[config.mk]
export PLATFORM = sky130hd
export DESIGN_NAME = axis_rr_arbiter
export DESIGN_NICKNAME = d
export VERILOG_FILES = /design/src/rtl/axis_rr_arbiter.sv
export SDC_FILE = /design/constraint.sdc
export NUM_CORES = 1
export LEC_CHECK = 0
export BUFFER_PORTS_ARGS = -buffer_cell sky130_fd_sc_hd__buf_2
export CORE_AREA = 2 2 69 71
export CTS_BUF_LIST = sky130_fd_sc_hd__clkbuf_2 sky130_fd_sc_hd__clkbuf_4 sky130_fd_sc_hd__clkbuf_8
export CTS_CLUSTER_SIZE = 8
export DETAILED_ROUTE_END_ITERATION = 6
export DIE_AREA = 0 0 71 73
export PLACE_DENSITY_LB_ADDON = 0.25
export RECOVER_POWER = 25
export SLEW_MARGIN = 20
export SYNTH_ARGS = -nofsm -noshare
export SYNTH_HDL_FRONTEND = slang
export SYNTH_SLANG_ARGS = --single-unit
[constraint.sdc]
create_clock -name ACLK -period 1.6 [get_ports ACLK]
set_input_delay 0.32 -clock ACLK [delete_from_list [all_inputs] [get_ports ACLK]]
set_output_delay 0.32 -clock ACLK [all_outputs]
set_load 0.005 [all_outputs]
[src/rtl/axis_rr_arbiter.sv]
// axis_rr_arbiter: N-to-1 AXI4-Stream packet arbiter with round-robin grant.
// One whole packet is forwarded per grant. A single idle cycle separates
// packets, and the downstream TVALID stays low until the first clock edge
// after reset release.
module axis_rr_arbiter #(
    parameter int N      = 4,
    parameter int DATA_W = 32,
    parameter int IDW    = $clog2(N)
) (
    input  logic                ACLK,
    input  logic                ARESETn,
    input  logic [N-1:0]        S_TVALID,
    output logic [N-1:0]        S_TREADY,
    input  logic [N*DATA_W-1:0] S_TDATA,
    input  logic [N-1:0]        S_TLAST,
    output logic                M_TVALID,
    input  logic                M_TREADY,
    output logic [DATA_W-1:0]   M_TDATA,
    output logic                M_TLAST,
    output logic [IDW-1:0]      M_TID,
    output logic                BUSY
);

    typedef enum logic [1:0] {
        ST_HOLD,
        ST_IDLE,
        ST_LOCK
    } state_t;

    state_t             state_q, state_d;
    logic               started_q, started_d;
    logic [IDW-1:0]     grant_q, grant_d;
    logic [IDW-1:0]     rr_ptr_q, rr_ptr_d;
    logic               pick_valid;
    logic [IDW-1:0]     pick_idx;
    logic [IDW-1:0]     cand_idx;
    logic               in_lock;
    logic               beat_done;
    logic [DATA_W-1:0]  s_data [N];

    for (genvar g = 0; g < N; g++) begin : g_unpack
        assign s_data[g] = S_TDATA[g*DATA_W +: DATA_W];
    end

    // Round-robin search: first requester after the last served index, wrapping.
    always_comb begin
        pick_valid = 1'b0;
        pick_idx   = '0;
        cand_idx   = '0;
        for (int k = 1; k <= N; k++) begin
            cand_idx = IDW'((int'(rr_ptr_q) + k) % N);
            if (!pick_valid && S_TVALID[cand_idx]) begin
                pick_valid = 1'b1;
                pick_idx   = cand_idx;
            end
        end
    end

    // State register; reset parks the arbiter in HOLD with slave 0 first in line.
    always_ff @(posedge ACLK) begin
        if (!ARESETn) begin
            state_q   <= ST_HOLD;
            started_q <= 1'b0;
            grant_q   <= '0;
            rr_ptr_q  <= IDW'(N - 1);
        end else begin
            state_q   <= state_d;
            started_q <= started_d;
            grant_q   <= grant_d;
            rr_ptr_q  <= rr_ptr_d;
        end
    end

    // Next-state logic and stream muxing; outputs are forced quiet during reset and HOLD.
    always_comb begin
        state_d   = state_q;
        started_d = started_q;
        grant_d   = grant_q;
        rr_ptr_d  = rr_ptr_q;
        S_TREADY  = '0;

        in_lock   = ARESETn && started_q && (state_q == ST_LOCK);
        M_TVALID  = in_lock & S_TVALID[grant_q];
        M_TLAST   = in_lock & S_TLAST[grant_q];
        M_TDATA   = s_data[grant_q];
        M_TID     = grant_q;
        BUSY      = in_lock;
        if (in_lock) begin
            S_TREADY[grant_q] = M_TREADY;
        end
        beat_done = M_TVALID & M_TREADY & M_TLAST;

        case (state_q)
            ST_HOLD: begin
                started_d = 1'b1;
                state_d   = ST_IDLE;
            end
            ST_IDLE: begin
                if (pick_valid) begin
                    grant_d = pick_idx;
                    state_d = ST_LOCK;
                end
            end
            ST_LOCK: begin
                if (beat_done) begin
                    rr_ptr_d = grant_q;
                    state_d  = ST_IDLE;
                end
            end
            default: begin
                state_d = ST_HOLD;
            end
        endcase
    end

endmodule
After elaboration in Yosys (flattened, before gate mapping). Cells that the tools add are included.

Output and inout bits: 41. Word-level logic and storage cells: 67. Input port bits: 139. Register bits after elaboration: 7.

Bitwise logic cells: 6. $lt $le $gt $ge: 7. Eq/ne operators: 4. Mux-type cells: 29. Add/sub/neg operators: 4. Reductions and logical operators: 13.

Operators by type and width (number): binary-select mux 32 bit (select 2 bit) (1); 2-to-1 mux 32 bit (2); < comparator 2 x 3 -> 1 bit, second input constant (5); binary-select mux 1 bit (select 2 bit) (6); 2-to-1 mux 2 bit (6); 2-to-1 mux 1 bit (11); logical AND 1 bit (6); case mux 2 bit (3 select lines) (1); AND reduction 2 bit (3); adder 2 x 1 -> 2 bit, second input constant (2); adder 2 bit, second input constant (2); AND 1 bit (4); AND 4 bit (1); 2-to-1 mux 4 bit (1); inequality test 2 bit, second input constant (2); >= comparator 3 bit, second input constant (1); zero test 1 bit (3); NOT 2 -> 3 bit (1); demux 1 bit (select 2 bit) (1); == test 2 x 1 -> 1 bit, second input constant (1); == test 2 bit, second input constant (1); >= comparator 2 x 1 -> 1 bit, second input constant (1); zero test 2 bit (1).

Longest topological paths before layout. Gate-level depths: netlist (run 1).

Word-level depth: 15. Depth in mapped cells: 5. Gate-level depth less buffers: 4.

Worst setup path before layout (run 1). No wires, ideal clock.

Kind: register -> output. From: register grant_q[0] (netlist: M_TID[0]). To: output M_TDATA[10]. Arrival: 1.307 ns. Stages on the path, launching flop included: 4. Path slack: -0.027 ns. Data required time: 1.280 ns. Path buffers: 2. Cells stage by stage: dfxtp_1 -> buf_6 -> clkbuf_8 -> mux4_1.

Cells in the longest elaborated chain, start to end: 4.

Ends and longest elaborated chain: from (decl) (RTL line 32) `logic [IDW-1:0] grant_q, grant_d;`; from (signal assigned) (RTL line 69) `grant_q <= grant_d;`; NOT 2 -> 3 bit (implied by the code) (RTL line 85) `M_TDATA = s_data[grant_q];`; binary-select mux 32 bit (select 2 bit) (RTL line 85); 2-to-1 mux 32 bit (implied by the code) (2 in a row) (RTL line 85); to (decl) (RTL line 18) `output logic [DATA_W-1:0] M_TDATA,`.

Every way passes these cells. The select of a mux whose other input is x is not followed.

Worst setup path in the final report (run 1).
From: register grant_q[0] (netlist: M_TID[0]). To: output M_TLAST.

Cells in the longest elaborated chain, start to end: 3.

Ends and longest elaborated chain: binary-select mux 1 bit (select 2 bit) (RTL line 84) `M_TLAST = in_lock & S_TLAST[grant_q];`; 2-to-1 mux 1 bit (implied by the code) (RTL line 84); AND 1 bit (RTL line 84); to (decl) (RTL line 19) `output logic M_TLAST,`.

Every way passes these cells. The select of a mux whose other input is x is not followed.

==> results of run 1 <==
[placed cells by master, fill, tap and decap left out, drive strengths merged, types with 2 or more instances in the layout]
cell / instances
nand3: 2
o21ai: 3
inv: 5
clkbuf: 5
nand2: 5
and2: 2
nor3: 2
mux4: 34
dfxtp: 7
o211ai: 2
nor2: 7
buf: 198
diode: 3
[worst max path at each step]
stage,endpoint,slack (ns)
after floorplan,M_TDATA[10],0.03
after global placement,M_TDATA[31],-0.04
after detailed placement,M_TDATA[20],-0.04
after CTS,M_TDATA[5],-0.22
after global routing,M_TDATA[5],-0.26
final,M_TLAST,-0.21
[worst max-delay path: stages (launching register included)]
cell and delay (ns):
sky130_fd_sc_hd__dfxtp_4 0.43, sky130_fd_sc_hd__mux4_2 0.56, sky130_fd_sc_hd__and2_4 0.16, sky130_fd_sc_hd__buf_6 0.11
[Yosys cell counts]
cell type,count
sky130_fd_sc_hd__a21oi_1,1
sky130_fd_sc_hd__a311oi_1,1
sky130_fd_sc_hd__a31oi_1,1
sky130_fd_sc_hd__and2_1,1
sky130_fd_sc_hd__and2_2,1
sky130_fd_sc_hd__and4b_1,1
sky130_fd_sc_hd__buf_2,3
sky130_fd_sc_hd__buf_6,3
sky130_fd_sc_hd__clkbuf_4,1
sky130_fd_sc_hd__clkbuf_8,2
sky130_fd_sc_hd__dfxtp_1,7
sky130_fd_sc_hd__inv_1,5
sky130_fd_sc_hd__mux2_2,1
sky130_fd_sc_hd__mux2i_1,1
sky130_fd_sc_hd__mux4_1,8
sky130_fd_sc_hd__mux4_2,26
sky130_fd_sc_hd__nand2_1,5
sky130_fd_sc_hd__nand2b_1,1
sky130_fd_sc_hd__nand3_1,2
sky130_fd_sc_hd__nand3b_1,1
sky130_fd_sc_hd__nand4_2,1
sky130_fd_sc_hd__nor2_1,7
sky130_fd_sc_hd__nor3_1,2
sky130_fd_sc_hd__o211ai_1,2
sky130_fd_sc_hd__o21a_1,1
sky130_fd_sc_hd__o21ai_0,3
sky130_fd_sc_hd__o221ai_1,1
sky130_fd_sc_hd__o22a_1,1
sky130_fd_sc_hd__o22ai_1,1
sky130_fd_sc_hd__o41ai_2,1
[what timing repair did]
item | CTS | global route
cloned | 1 | 0
endpoints found under the setup margin | 38 | 39
buffers inserted | 5 | 4
pin swaps | 4 | 6
resized for setup | 20 | 13
[area by class of cell]
cell class	instances	area [um2]	area share (%)
diodes	3	7.51	0.303
clock buffers	4	48.8	1.97
inverters	5	21.3	0.858
multi-input cells	71	1030	41.6
flip-flops and latches	7	149	6.01
well taps	54	67.6	2.73
repair buffers	199	1150	46.5
[power groups by stage]
| stage | sequential, W | combinational (W) | clock (W) |
|---|---|---|---|
| finish | 0.000213 | 0.000785 | 0.000274 |
| global route | 0.000215 | 0.000849 | 0.000289 |
| CTS | 0.000215 | 0.000760 | 0.000272 |
| detailed placement | 0.000212 | 0.000700 | 0 |
| global placement | 0.000211 | 0.000689 | 0 |
| floorplan | 0.000206 | 0.000365 | 0 |
[per-layer routing]
layer	track usage (%)	vias up	routed length (um)
met5	0	-	11
met2	35.5	83	2950
li1	-	791	-
met3	6.77	6	451
met1	21.5	787	1970
met4	2.10	2	69
[cell families after synthesis]
family / count (synthesis) / share of synthesized area, %
muxes: 36 / 64.2
and+or+nand+nor: 22 / 9.05
buffers and inverters: 14 / 8.06
AOI/OAI and AO/OA: 13 / 7.67
DFF: 7 / 11.0
[flip-flops by register name, indices dropped and copies added (netlist names)]
name and flops:
state_q 2, M_TID 2, started_q 1, rr_ptr_q 2
[per-stage QoR]
stage / utilization (%) / setup slack [ns]
after floorplan: - / 0.0331
after global placement: 50.4 / -0.0414
after detailed placement: 50.4 / -0.0430
after CTS: 53.1 / -0.222
after global routing: 54.6 / -0.256
final: 54.6 / -0.208
==> impl_summary.log, run 1 <==
INFO  metric min-delay-path-class = primary input to flop
INFO  metric io_buffers = approximately 180
INFO  metric violations = negative setup slack
INFO  metric power_leakage = 1.23 nW
INFO  metric numClockSinks = 7
INFO  metric tritoncts = yes
INFO  metric synth.largest_area_cell = sky130_fd_sc_hd__mux4_2
INFO  metric status = finished, violations left
INFO  metric grtUsageTotal = 19.0%
INFO  metric rsz0062_at_grt = true
INFO  metric synth_area_per_inst = 13.8 um2
INFO  metric cts-root-buf = sky130_fd_sc_hd__clkbuf_8
INFO  metric initial_core_util = 28.1%
INFO  metric synth-warning-count = 0
INFO  metric design.core.area = 4540 um2
INFO  metric r2r_cells = 7
INFO  metric clk-insertion-delay-late = 0.23 ns
INFO  metric ys_seq_elements = 7
INFO  metric die_height = about 73 um
INFO  metric grt_pass1_wl = 7720 um
INFO  metric cts-htree-levels = 1
INFO  metric vdd_ir_drop_max = 0.901 mV
INFO  metric final-hold-violation-count = 0
INFO  metric maximum_number_of_pins_on_one_net_before_global_route_repair = 27
INFO  metric layout-drive-gt1-share = 87.4%
INFO  metric criticalPathCategory = flop to output pin
INFO  metric rr_endpoint = state_q[1]$_SDFFE_PN0P_
INFO  metric cts_buffers = 3
INFO  metric ctsHoldBuffers = 0
INFO  metric drt_first_pass_iters = 4
INFO  metric critical_path_arrival = around 1.5 ns
INFO  metric max_slew_margin = 77.6%
INFO  metric drc = 0
INFO  metric hold_path.startpoint = ARESETn
INFO  metric antenna_left = 0
INFO  metric totalNegativeSetupSlack = -6.20 ns
INFO  metric combinational_fraction_of_design_power = 61.7%
INFO  metric detail_route.iter0.violations = 50
INFO  metric global_route.overflow_total = 0
INFO  metric n_fill_cell = 430
INFO  metric synthesis.instances = 92
INFO  metric place_hpwl = 4570 um
INFO  metric worst_clock_skew = 0.00476 ns
INFO  metric power_density = 513 nW/um2
INFO  metric initial_antenna_violation_count = 4
INFO  metric netlist.area_leader.share = between 40% and 50%
INFO  metric final.period_utilization = 113%
INFO  metric mappedNetlistNets = 231
INFO  metric yosys.cell_types.count = 30
INFO  metric max_cap_violations = 0
INFO  metric worst-endpoint-required = 1.28 ns
INFO  metric routabilityCongestion = between 0.8 and 0.9
INFO  metric detail_route.wirelength = 5450 um
INFO  metric layout.nets = 426
INFO  metric cts-root-to-sink-buffers = 2
INFO  metric fin_total_pwr = 0.00127 W
INFO  metric post-route-worst-setup-slack = -0.208 ns
INFO  metric synthTopCellsByArea = sky130_fd_sc_hd__mux4_2, sky130_fd_sc_hd__mux4_1, sky130_fd_sc_hd__dfxtp_1, sky130_fd_sc_hd__buf_6, sky130_fd_sc_hd__clkbuf_8
INFO  metric period_minus_slack = between 1.5 and 2 ns
INFO  metric critPathLaunchType = flop
INFO  metric seq_area_frac_synth = approximately 11%
INFO  metric endpoint_kind = output pin
INFO  metric stdcell_area = 2480 um2
INFO  metric register_to_register_setup_slack = roughly 0.10 ns
INFO  metric floorplan.rows = 25
INFO  metric post_dp_cell_area = about 2300 um2
INFO  metric power.net_switching = 0.000375 W
INFO  metric internal_dissipation = 0.000896 W
INFO  metric first_global_vias = 1590
INFO  metric seqPwrFrac = 16.7%
INFO  metric report.final.setup_viol = 38
INFO  metric synthToLayoutAreaGrowth = 94.8%
INFO  metric tightest_slew = 0.332 ns
INFO  metric reg2reg_from = M_TID[0]$_SDFFE_PN0P_
INFO  metric maximum_fanout_along_the_worst_path = 5
INFO  metric finish.cell_count_without_fillers = 343
INFO  metric achievable-frequency = 553 MHz
INFO  metric routed_vias = between 1.5k and 2k
INFO  metric clock_slew_seen_by_the_registers_of_the_worst_setup_and_hold_paths = 0.04 ns
INFO  metric timing.hold.worst_path_depth = 2
INFO  metric drt-vias-per-instance = ~5
INFO  metric fp.dieW = ~70 um
INFO  metric report.final.slew_viol_count = 0
INFO  metric whs_endpoint = rr_ptr_q[0]$_SDFFE_PN1P_
INFO  metric dieArea = 5180 um2
INFO  metric crit_start = M_TID[0]$_SDFFE_PN0P_
INFO  metric power_switching_share = 29.5%
INFO  metric whs = roughly 0.34 ns
INFO  metric place.detailed.instances = 327
INFO  metric design.portCount = 180
INFO  metric post_dr_wirelength_cell = 15.9 um
INFO  metric p_clk_share = between 20% and 30%
INFO  metric synthesis.area = 1270 um2
(Power assumes the default switching activity.)
==> inputs of run 2 (changes only) <==
ABC_AREA = 1   (was default)
CORE_AREA = 2 2 70 72   (was 2 2 69 71)
DIE_AREA = 0 0 72 74   (was 0 0 71 73)
==> run 2 against run 1 <==
Against the previous run: the run still ends with negative setup slack left; cell count up 43%; combinational power rose by 39%; synthesized cell count grew to 2.7 times the previous value; core utilization increased by 5.4 points; sequential share of layout area shrank 0.57 points; critical path depth is 4 higher; synthesized area grew 7.1%; fmax grew 9.2%; die area is 2.8% higher; power grew 23%; largest cell class is now multi-input gates.
==> impl_summary.log, run 2 <==
INFO  metric status = finished, violations left
INFO  metric violations = negative setup slack
INFO  metric grtUsageTotal = 22.5% (+3.5 points)
INFO  metric tightest_slew = 0.217 ns (-0.115 ns)
INFO  metric dieArea = 5330 um2 (+2.8%)
INFO  metric drt-vias-per-instance = 4.94 (+1.5%)
INFO  metric drc = 0 (unchanged)
INFO  metric cts-root-to-sink-buffers = 2 (unchanged)
INFO  metric design.portCount = 180 (unchanged)
INFO  metric io_buffers = 179 (unchanged)
INFO  metric synth_area_per_inst = 5.54 um2 (-60%)
INFO  metric internal_dissipation = 0.000962 W (+7.4%)
INFO  metric maximum_number_of_pins_on_one_net_before_global_route_repair = 26 (-3.7%)
INFO  metric endpoint_kind = output pin
INFO  metric synthTopCellsByArea = sky130_fd_sc_hd__a22oi_1, sky130_fd_sc_hd__nand2_1, sky130_fd_sc_hd__dfxtp_1, sky130_fd_sc_hd__nand3_1, sky130_fd_sc_hd__nor2_4
INFO  metric synth_simple_gate_area_share = 48.4% (+39 points)
INFO  metric initial_antenna_violation_count = 2 (-2)
INFO  metric drt_first_pass_iters = 4 (unchanged)
INFO  metric synthesis.area = 1360 um2 (+7.1%)
INFO  metric asyncSetResetFlopFracSynth = 0% (unchanged)
INFO  metric worst-endpoint-required = 1.28 ns (about the same)
INFO  metric critical_path_arrival = 1.34 ns (-0.15 ns)
INFO  metric cts-root-buf = sky130_fd_sc_hd__clkbuf_8
INFO  metric layout-drive-gt1-share = 58.6% (-29 points)
INFO  metric initial_core_util = 29.6% (+1.6 points)
INFO  metric report.final.setup_viol = 24 (-37%)
INFO  metric floorplan.rows = 25 (unchanged)
INFO  metric power_density = 568 nW/um2 (+11%)
INFO  metric ys_seq_elements = 7 (unchanged)
INFO  metric fin_total_pwr = 0.00157 W (+23%)
INFO  metric detail_route.iter0.violations = 91 (+82%)
INFO  metric min-delay-path-class = primary input to flop
INFO  metric achievable-frequency = 604 MHz (+9.2%)
INFO  metric antenna_left = 0 (unchanged)
INFO  metric critPathLaunchType = flop
INFO  metric netlist_top_cells_count = sky130_fd_sc_hd__nand2_1, sky130_fd_sc_hd__a22oi_1, sky130_fd_sc_hd__nand3_1, sky130_fd_sc_hd__inv_1, sky130_fd_sc_hd__nor2_1
INFO  metric report.final.slew_viol_count = 0 (unchanged)
INFO  metric layout.nets = 577 (+35%)
INFO  metric final.period_utilization = 103% (-9.5 points)
INFO  metric power_leakage = 1.57 nW (+27%)
INFO  metric tritoncts = yes
INFO  metric routed_vias = 2426 (+45%)
INFO  metric worst_clock_skew = 0.00471 ns (-0.0000454 ns)
INFO  metric post-route-worst-setup-slack = -0.0557 ns (+0.152 ns)
INFO  metric yosys.cell_types.count = 23 (-23%)
INFO  metric yosys_most_used_dff = sky130_fd_sc_hd__dfxtp_1
INFO  metric max_slew_margin = 85.5% (+7.9 points)
INFO  metric synth.largest_area_cell = sky130_fd_sc_hd__a22oi_1
INFO  metric routabilityCongestion = 0.876 (+1.6%)
INFO  metric seq_area_frac_synth = 10.3% (-0.73 points)
INFO  metric synth-compound-area-share = 31.5% (+24 points)
INFO  metric seqPwrFrac = 13.6% (-3.1 points)
INFO  metric period_minus_slack = 1.66 ns (-0.152 ns)
INFO  metric combinational_fraction_of_design_power = 69.7% (+8.0 points)
INFO  metric yosys.area_share.xor_xnor = 0% (unchanged)
INFO  metric cts_buffers = 3 (unchanged)
INFO  metric power_switching_share = 38.6% (+9.1 points)
INFO  metric max_cap_violations = 0 (unchanged)
INFO  metric synthesis.instances = 246 (+170%)
INFO  metric synth.most_common_cell = sky130_fd_sc_hd__nand2_1
INFO  metric p_clk_share = 16.7% (-4.8 points)
INFO  metric final-hold-violation-count = 0 (unchanged)
INFO  metric layout.core_utilization = 60.1% (+5.4 points)
INFO  metric n_antenna_cell = 0 (-3)
INFO  metric grt_pass1_wl = 9690 um (+26%)
INFO  metric design.core.area = 4600 um2 (+1.4%)
INFO  metric netlist.area_leader.share = 27.0% (-19 points)
INFO  metric rsz0062_at_grt = true
INFO  metric fp.dieW = 72 um (+1.4%)
INFO  metric dominant_combinational_cell_family_by_area_after_synthesis = simple AND/OR/NAND/NOR gates
INFO  metric ctsHoldBuffers = 0 (unchanged)
INFO  metric global_route.overflow_total = 0 (unchanged)
INFO  metric power.net_switching = 0.000606 W (+61%)
INFO  metric vdd_ir_drop_max = 0.491 mV (-45%)
INFO  metric cts-htree-levels = 1 (unchanged)
INFO  metric commonest_cells_after_routing_fill_and_taps_aside = sky130_fd_sc_hd__buf_2, sky130_fd_sc_hd__nand2_1, sky130_fd_sc_hd__a22oi_1
INFO  metric numClockSinks = 7 (unchanged)
INFO  metric criticalPathCategory = flop to output pin
INFO  metric synthToLayoutAreaGrowth = 103%
INFO  metric die_height = 74 um (+1.4%)
INFO  metric synth-warning-count = 0 (unchanged)
INFO  metric place_hpwl = 5600 um (+22%)
INFO  metric mappedNetlistNets = 385 (+67%)
INFO  metric layout_commonest_cell = sky130_fd_sc_hd__buf_2
INFO  metric first_global_vias = 2172 (+37%)
INFO  metric clk-insertion-delay-late = 0.23 ns (about the same)
INFO  metric detail_route.wirelength = 6980 um (+28%)
INFO  metric timing.hold.worst_path_depth = 2 (unchanged)
INFO  metric post_synth_mux_area_share = 0% (-64 points)
INFO  metric r2r_cells = 10 (+3)
INFO  metric clock_slew_seen_by_the_registers_of_the_worst_setup_and_hold_paths = 0.04 ns (about the same)
INFO  metric maximum_fanout_along_the_worst_path = 10 (+5)
INFO  metric synth_enable_flop_cells = 0 (unchanged)
INFO  metric post_dr_wirelength_cell = 14.2 um (-11%)
INFO  metric post_synthesis_share_of_cell_area_spent_on_full_adders_half_adders_and_majority_gates = 0% (unchanged)
-- run 2: changes by cell type in the layout (fill, tap and decap cells not counted), moves of 5 or more --
cell / change
sky130_fd_sc_hd__mux4_2: -34
sky130_fd_sc_hd__nand2_2: +7
sky130_fd_sc_hd__inv_1: +7
sky130_fd_sc_hd__nand3_1: +18
sky130_fd_sc_hd__buf_6: -5
sky130_fd_sc_hd__nor2_4: +6
sky130_fd_sc_hd__a22oi_2: +17
sky130_fd_sc_hd__nand2_1: +89
sky130_fd_sc_hd__inv_2: +5
sky130_fd_sc_hd__a22oi_1: +32
-- run 2: repair_timing --
item,4_1_cts,5_1_grt
setup endpoints to repair,37,40
gates resized for setup,20,21
pin swaps,3,4
gates cloned,1,2
setup buffers,4,1
-- run 2: stage by stage --
stage	instance area, um2	setup slack (ns)	hold slack, ns	setup TNS, ns	std cells
floorplan	1360	0.132	0.419	0	246
global placement	2430	0.0742	0.487	0	479
detailed placement	2430	0.00188	0.488	0	479
CTS	2630	-0.0449	0.357	-0.907	488
global route	2760	-0.122	0.384	-2.99	491
finish	2760	-0.0557	0.367	-0.623	491
-- run 2: final timing paths --
check / from / endpoint / slack [ns]
hold reg to reg: started_q$_SDFFE_PN0P_ / started_q$_SDFFE_PN0P_ / 0.49
setup / recovery: M_TID[0]$_SDFFE_PN0P_ / M_TLAST / -0.06
setup reg to reg: M_TID[0]$_SDFFE_PN0P_ / state_q[0]$_SDFFE_PN0P_ / 0.17
hold / removal: ARESETn / rr_ptr_q[1]$_SDFFE_PN1P_ / 0.37
-- run 2: kinds of logic (layout without fill, tap and decap cells) --
| kind of cell | count (synthesis) | after routing |
|---|---|---|
| buffers and inverters | 33 | 224 |
| DFF | 7 | 7 |
| AOI/OAI and AO/OA | 59 | 59 |
| and+or+nand+nor | 147 | 147 |
-- run 2: cell type report --
class,count,area [um2]
multi-input combinational,206,1210
inverter,19,78.8
tap,54,67.6
clock buffer,4,48.8
sequential,7,150
fill,451,1840
timing repair buffer,201,1210
-- run 2: power by group through the flow --
stage | Sequential, W | Combinational, W | Clock (W)
4_1_cts | 0.000211 | 0.00101 | 0.000268
6_report | 0.000214 | 0.00109 | 0.000262
3_3_place_gp | 0.000212 | 0.000898 | 0
2_1_floorplan | 0.000207 | 0.000437 | 0
3_5_place_dp | 0.000215 | 0.000903 | 0
5_1_grt | 0.000216 | 0.00119 | 0.000281
-- run 2: layer usage --
metal	share of wire (%)	track usage [%]
met5	0.19	0
met4	0.49	3.56
met3	11	6.50
met2	49	40.4
met1	40	27.2
-- run 2: critical path, cell delays in order, from the launching register on --
cell	delay (ns)
sky130_fd_sc_hd__dfxtp_4	0.36
sky130_fd_sc_hd__nor2_4	0.22
sky130_fd_sc_hd__buf_12	0.17
sky130_fd_sc_hd__nand2_2	0.05
sky130_fd_sc_hd__nand2_2	0.06
sky130_fd_sc_hd__nor2_2	0.05
sky130_fd_sc_hd__nor2_1	0.08
sky130_fd_sc_hd__buf_2	0.12
